`config.mk`:
```
export PLATFORM = sky130hd
export DESIGN_NAME = serial_adder8
export DESIGN_NICKNAME = d
export VERILOG_FILES = /design/src/rtl/serial_adder8_pkg.sv /design/src/rtl/serial_adder8_fa.sv /design/src/rtl/serial_adder8.sv
export SDC_FILE = /design/constraint.sdc
export NUM_CORES = 1
export LEC_CHECK = 0
export BUFFER_PORTS_ARGS = -buffer_cell sky130_fd_sc_hd__buf_2
export CAP_MARGIN = 40
export CORE_AREA = 2 2 60 62
export CTS_BUF_LIST = sky130_fd_sc_hd__clkbuf_16
export DETAILED_ROUTE_END_ITERATION = 8
export DIE_AREA = 0 0 62 64
export GPL_TIMING_DRIVEN = 1
export PLACE_DENSITY = 0.76
export SYNTH_ARGS = -nofsm -noshare
export SYNTH_HDL_FRONTEND = slang
export SYNTH_SLANG_ARGS = --single-unit
```
`constraint.sdc`:
```
create_clock -name clk -period 4.2 [get_ports clk]
set_clock_uncertainty 0.1 [all_clocks]
set_input_delay 0.42 -clock clk [delete_from_list [all_inputs] [get_ports clk]]
set_output_delay 0.42 -clock clk [all_outputs]
set_load 0.02 [all_outputs]
```
`src/rtl/serial_adder8_pkg.sv`:
```
// Shared definitions for the bit-serial adder: FSM encodings and default width.
package serial_adder8_pkg;

  localparam int DEFAULT_WIDTH = 8;

  typedef enum logic [1:0] {
    ST_IDLE  = 2'd0,
    ST_SHIFT = 2'd1,
    ST_DONE  = 2'd2
  } state_e;

endpackage

```
`src/rtl/serial_adder8_fa.sv`:
```
// Single-bit full-adder cell used as the serial adder's bit slice.
module serial_adder8_fa (
  input  logic a,
  input  logic b,
  input  logic ci,
  output logic s,
  output logic co
);

  assign s  = a ^ b ^ ci;
  assign co = (a & b) | (a & ci) | (b & ci);

endmodule

```
`src/rtl/serial_adder8.sv`:
```
// Bit-serial adder: one full-adder slice processes one bit per clock, LSB first.
// Optional two's-complement overflow output enabled by SERIAL_ADDER8_OVF_EN.
module serial_adder8
  import serial_adder8_pkg::*;
#(
  parameter int WIDTH = DEFAULT_WIDTH
) (
  input  logic             clk,
  input  logic             rst,
  input  logic             in_valid,
  output logic             in_ready,
  input  logic [WIDTH-1:0] a,
  input  logic [WIDTH-1:0] b,
  input  logic             cin,
  output logic             out_valid,
  input  logic             out_ready,
  output logic [WIDTH-1:0] sum,
  output logic             cout,
`ifdef SERIAL_ADDER8_OVF_EN
  output logic             ovf,
`endif
  output logic             busy
);

  localparam int CNT_W = $clog2(WIDTH) + 1;

  state_e             state_q, state_d;
  logic [CNT_W-1:0]   cnt_q, cnt_d;
  logic [WIDTH-1:0]   a_sh_q, a_sh_d;
  logic [WIDTH-1:0]   b_sh_q, b_sh_d;
  logic [WIDTH-1:0]   sum_sh_q, sum_sh_d;
  logic [WIDTH-1:0]   sum_q, sum_d;
  logic               carry_q, carry_d;
  logic               cout_q, cout_d;
`ifdef SERIAL_ADDER8_OVF_EN
  logic               ovf_q, ovf_d;
`endif
  logic               fa_s, fa_co;
  logic               last_bit;

  serial_adder8_fa u_slice (
    .a  (a_sh_q[0]),
    .b  (b_sh_q[0]),
    .ci (carry_q),
    .s  (fa_s),
    .co (fa_co)
  );

  assign last_bit = (cnt_q == CNT_W'(WIDTH - 1));

  always_comb begin
    state_d  = state_q;
    cnt_d    = cnt_q;
    a_sh_d   = a_sh_q;
    b_sh_d   = b_sh_q;
    sum_sh_d = sum_sh_q;
    sum_d    = sum_q;
    carry_d  = carry_q;
    cout_d   = cout_q;
`ifdef SERIAL_ADDER8_OVF_EN
    ovf_d    = ovf_q;
`endif
    case (state_q)
      ST_IDLE: begin
        if (in_valid) begin
          a_sh_d   = a;
          b_sh_d   = b;
          carry_d  = cin;
          cnt_d    = '0;
          sum_sh_d = '0;
          state_d  = ST_SHIFT;
        end else begin
          state_d  = ST_IDLE;
        end
      end
      ST_SHIFT: begin
        sum_sh_d = {fa_s, sum_sh_q[WIDTH-1:1]};
        carry_d  = fa_co;
        a_sh_d   = {1'b0, a_sh_q[WIDTH-1:1]};
        b_sh_d   = {1'b0, b_sh_q[WIDTH-1:1]};
        cnt_d    = cnt_q + CNT_W'(1);
        if (last_bit) begin
          // Publish only the complete word so sum never shows a partial result.
          sum_d   = {fa_s, sum_sh_q[WIDTH-1:1]};
          cout_d  = fa_co;
`ifdef SERIAL_ADDER8_OVF_EN
          ovf_d   = carry_q ^ fa_co;
`endif
          state_d = ST_DONE;
        end else begin
          state_d = ST_SHIFT;
        end
      end
      ST_DONE: begin
        if (out_ready) begin
          state_d = ST_IDLE;
        end else begin
          state_d = ST_DONE;
        end
      end
      default: begin
        state_d = ST_IDLE;
      end
    endcase
  end

  always_ff @(posedge clk) begin
    if (rst) begin
      state_q  <= ST_IDLE;
      cnt_q    <= '0;
      a_sh_q   <= '0;
      b_sh_q   <= '0;
      sum_sh_q <= '0;
      sum_q    <= '0;
      carry_q  <= 1'b0;
      cout_q   <= 1'b0;
`ifdef SERIAL_ADDER8_OVF_EN
      ovf_q    <= 1'b0;
`endif
    end else begin
      state_q  <= state_d;
      cnt_q    <= cnt_d;
      a_sh_q   <= a_sh_d;
      b_sh_q   <= b_sh_d;
      sum_sh_q <= sum_sh_d;
      sum_q    <= sum_d;
      carry_q  <= carry_d;
      cout_q   <= cout_d;
`ifdef SERIAL_ADDER8_OVF_EN
      ovf_q    <= ovf_d;
`endif
    end
  end

  assign in_ready  = (state_q == ST_IDLE);
  assign out_valid = (state_q == ST_DONE);
  assign busy      = (state_q == ST_SHIFT) || (state_q == ST_DONE);
  assign sum       = sum_q;
  assign cout      = cout_q;
`ifdef SERIAL_ADDER8_OVF_EN
  assign ovf       = ovf_q;
`endif

endmodule

```
==> impl_metrics.xml <==
<?xml version="1.0" encoding="UTF-8"?>
<metrics>
  <group name="logic_synthesis">
    <metric name="post_synth.cell_area_avg" unit="um^2">9.37</metric>
    <metric name="synth_seq_area_share" unit="%">44.8</metric>
    <metric name="ys_ff_latch" unit="">39</metric>
    <metric name="yosysWarnings" unit="">0</metric>
    <metric name="ys_types" unit="">27</metric>
    <metric name="synthMostInstantiatedCell" unit="">sky130_fd_sc_hd__dfxtp_1</metric>
    <metric name="fraction_of_synthesized_cell_area_taken_by_the_top_area_cell_type" unit="%">44.8</metric>
    <metric name="leading_cell_types_by_total_area_after_synthesis" unit="">sky130_fd_sc_hd__dfxtp_1 45%, sky130_fd_sc_hd__mux2i_1 9.2%, sky130_fd_sc_hd__a211oi_2 7.2%</metric>
    <metric name="synthCells" unit="">186</metric>
    <metric name="synth_top_cells_by_count" unit="">39 x sky130_fd_sc_hd__dfxtp_1, 28 x sky130_fd_sc_hd__nand2_1, 20 x sky130_fd_sc_hd__a21oi_1</metric>
    <metric name="async_flop_share" unit="%">0</metric>
    <metric name="netlist_area" unit="mm^2">0.00174</metric>
    <metric name="synth_top_flop_cell" unit="">sky130_fd_sc_hd__dfxtp_1</metric>
    <metric name="synth_largest_area_cell" unit="">sky130_fd_sc_hd__dfxtp_1</metric>
    <metric name="synth_enable_flop_cells" unit="">0</metric>
    <metric name="postSynthNetCount" unit="">213</metric>
  </group>
  <group name="timing">
    <metric name="finalSetupTns" unit="ns">0</metric>
    <metric name="final_period_minus_worst_setup_slack" unit="ns">1.96</metric>
    <metric name="max-slew-margin-rel" unit="%">46.5</metric>
    <metric name="finalHoldViolCount" unit="">0</metric>
    <metric name="max_freq" unit="GHz">0.511</metric>
    <metric name="worst_case_setup_margin_in_the_final_layout" unit="ns">2.24</metric>
    <metric name="grt_setup_unrepaired" unit="">false</metric>
    <metric name="slew_violations" unit="">0</metric>
    <metric name="finalCritPeriodShare" unit="%">46.6</metric>
    <metric name="report.final.setup_viol" unit="">0</metric>
    <metric name="max_slew.worst_pin.slew" unit="ns">0.803</metric>
  </group>
  <group name="drt">
    <metric name="dr_total_vias" unit="">1365</metric>
    <metric name="post_drt_via_cell_ratio" unit="">5.27</metric>
    <metric name="drt-pass1-iter-count" unit="">4</metric>
    <metric name="route.detailed.drc" unit="">0</metric>
    <metric name="detail-route-antenna-nets" unit="">0</metric>
    <metric name="post_drt_wl_per_cell" unit="um">11.9</metric>
    <metric name="first_drt_iteration_drcs" unit="">31</metric>
    <metric name="drt_wl_total" unit="um">3090</metric>
  </group>
  <group name="layout">
    <metric name="finalInstanceArea" unit="mm^2">0.00202</metric>
    <metric name="n_fill_cell" unit="">283</metric>
    <metric name="post_route_cells_drive_above_1_share" unit="%">23.9</metric>
    <metric name="antenna-diode-count" unit="">0</metric>
    <metric name="areaGrowthSynthToFinish" unit="%">15.9</metric>
    <metric name="finish.net_count" unit="">240</metric>
  </group>
  <group name="job">
    <metric name="cap_violations" unit="">0</metric>
  </group>
  <group name="setup_path">
    <metric name="regToRegStartpoint" unit="">state_q[1]</metric>
    <metric name="cp_cell_sequence" unit="">inv_1 &gt; ha_1 &gt; buf_4 &gt; mux2_4 &gt; nor2_1 &gt; a211oi_1</metric>
    <metric name="startpoint_type_of_the_worst_setup_path" unit="">register</metric>
    <metric name="worst_setup_path_endpoint" unit="">b_sh_q[0]</metric>
    <metric name="crit_arrival" unit="ns">2.05</metric>
    <metric name="cpLargestDelayFamily" unit="">multiplexers</metric>
    <metric name="timing_worst_setup_path_type" unit="">register to register</metric>
    <metric name="worst_path_max_delay_cell" unit="">sky130_fd_sc_hd__mux2_4</metric>
    <metric name="crit_path_end_kind" unit="">register</metric>
    <metric name="crit_path_max_incr_delay" unit="ns">0.53</metric>
    <metric name="worstRegToRegCells" unit="">6</metric>
    <metric name="path_buf_inv" unit="">2</metric>
    <metric name="worst_path_required_time" unit="ns">4.29</metric>
    <metric name="path_depth" unit="">6</metric>
    <metric name="regToRegSetupSlack" unit="ns">2.24</metric>
    <metric name="endpoint_of_the_worst_slack_reg_to_reg_timing_path" unit="">b_sh_q[0]</metric>
    <metric name="cp_max_fo" unit="">39</metric>
    <metric name="worstSetupStartpoint" unit="">state_q[1]</metric>
  </group>
  <group name="power">
    <metric name="power.density_cell_area" unit="mW/mm^2">424</metric>
    <metric name="p_total" unit="mW">0.856</metric>
    <metric name="maximum_vdd_drop" unit="uV">308</metric>
    <metric name="power.leakage" unit="nW">0.805</metric>
  </group>
  <group name="placed_design">
    <metric name="gp_congestion" unit="">0.728</metric>
    <metric name="placedInstanceArea" unit="mm^2">0.00189</metric>
    <metric name="dpl.hpwl" unit="um">2000</metric>
    <metric name="dp_worst_setup_slack" unit="ns">2.24</metric>
    <metric name="portBuffers" unit="">32</metric>
  </group>
  <group name="grt">
    <metric name="groute.usage.overall" unit="%">18.2</metric>
    <metric name="grt_max_degree" unit="">40</metric>
    <metric name="wire_length_of_the_first_global_routing_pass" unit="um">5310</metric>
    <metric name="grt_antenna_before_repair" unit="">0</metric>
    <metric name="grt_pass1_vias" unit="">1258</metric>
    <metric name="global_route.overflow_total" unit="">0</metric>
  </group>
  <group name="clock_tree">
    <metric name="post_cts.resized_instances" unit="">0</metric>
    <metric name="root_buffer" unit="">sky130_fd_sc_hd__clkbuf_16</metric>
    <metric name="clkTransAtPathRegs" unit="ns">0.06</metric>
    <metric name="cts.repair_timing.setup_buffer_count" unit="">0</metric>
    <metric name="cts_inserted_buffers" unit="">5</metric>
    <metric name="tritoncts_clock_tree" unit="">built</metric>
    <metric name="insertion_delay" unit="ns">0.29</metric>
    <metric name="clkSinkCount" unit="">39</metric>
    <metric name="cts-root-to-sink-buffers" unit="">2</metric>
    <metric name="cts-htree-levels" unit="">2</metric>
    <metric name="postCtsHoldBufs" unit="">0</metric>
  </group>
  <group name="floorplanning">
    <metric name="initial_utilization" unit="%">53.1</metric>
    <metric name="die_h" unit="um">64</metric>
    <metric name="core_area" unit="mm^2">0.00328</metric>
    <metric name="dieArea" unit="mm^2">0.00397</metric>
    <metric name="die_w" unit="um">62</metric>
    <metric name="floorplan.io_pins" unit="">33</metric>
    <metric name="num_rows" unit="">21</metric>
  </group>
  <group name="outcome">
    <metric name="outcome" unit="">finished, final reports clean</metric>
  </group>
  <group name="hold_path">
    <metric name="worstHoldPathType" unit="">primary input to register</metric>
  </group>
</metrics>
[metrics by stage]
stage                     cells  utilization (%)  hold slack [ns]
after floorplan             186                -            0.332
after global placement      251             57.2            0.341
after detailed placement    252             57.4            0.344
after CTS                   259             61.5            0.278
after global routing        259             61.5            0.312
final                       259             61.5            0.273
[cell families (layout without fill, tap and decap cells)]
| kind of cell | Yosys count | count (layout) | share of synthesized area, % |
|---|---|---|---|
| buffers and inverters | 18 | 45 | 6.03 |
| AO/OA/AOI/OAI | 40 | 40 | 17.0 |
| adder cells (fa/ha/maj) | 6 | 6 | 4.74 |
| multiplexers | 17 | 17 | 10.0 |
| AND/OR/NAND/NOR | 66 | 66 | 17.4 |
| flip-flops | 39 | 39 | 44.8 |
[area by class of cell]
type	instances	area [um^2]	area share (%)
inverters	4	15.0	0.743
clock inverters	2	8.76	0.434
clock buffers	5	125	6.20
flip-flops and latches	39	781	38.7
multi-input cells	129	857	42.4
well taps	46	57.6	2.85
repair buffers	34	175	8.67
[worst min-delay path, delay by kind of cell]
kind | cells | cell delay (ns)
AND/OR/NAND/NOR | 1 | 0.07
buffers and inverters | 1 | 0.08
AO/OA/AOI/OAI | 1 | 0.05
[cell usage in the layout, fill, tap and decap left out, drive strengths merged, types with 2 or more instances in the layout]
master / n
mux2i: 16
buf: 34
clkinv: 2
a21oi: 20
nand3b: 2
inv: 4
a22oi: 3
nand3: 10
clkbuf: 5
dfxtp: 39
nor3: 2
ha: 5
nand2: 28
nor2: 17
nand4b: 2
a211oi: 15
[where the power goes]
group | total (mW) | leakage [nW] | internal [mW] | switching, mW
combinational | 0.102 | 0.419 | 0.0429 | 0.0594
clock | 0.355 | 0.0671 | 0.213 | 0.142
sequential | 0.399 | 0.318 | 0.389 | 0.0101
[flip-flops by register name, summed over array words and instances (netlist names)]
signal and count:
state_q 2, sum 8, sum_sh_q 7, cout 1
a_sh_q 8, cnt_q 4, carry_q 1, b_sh_q 8
[routing by layer]
metal / routed length (um) / global-route usage [%]
met5: 0 / 0
met4: 61 / 7.18
met3: 151 / 7.89
met2: 1470 / 29.2
met1: 1400 / 20.8
[how the worst min path moves through the flow]
stage | from | endpoint | slack, ns | cells past startpoint
after floorplan | sum_sh_q[1] | sum_sh_q[1] | 0.33 | 2
after global placement | sum[2] | sum[2] | 0.34 | 2
after detailed placement | sum[1] | sum[1] | 0.34 | 2
after CTS | a[7] | a_sh_q[7] | 0.28 | 3
after global routing | a[7] | a_sh_q[7] | 0.31 | 3
final | a[7] | a_sh_q[7] | 0.27 | 3
Power figures use the tool's default switching activity.
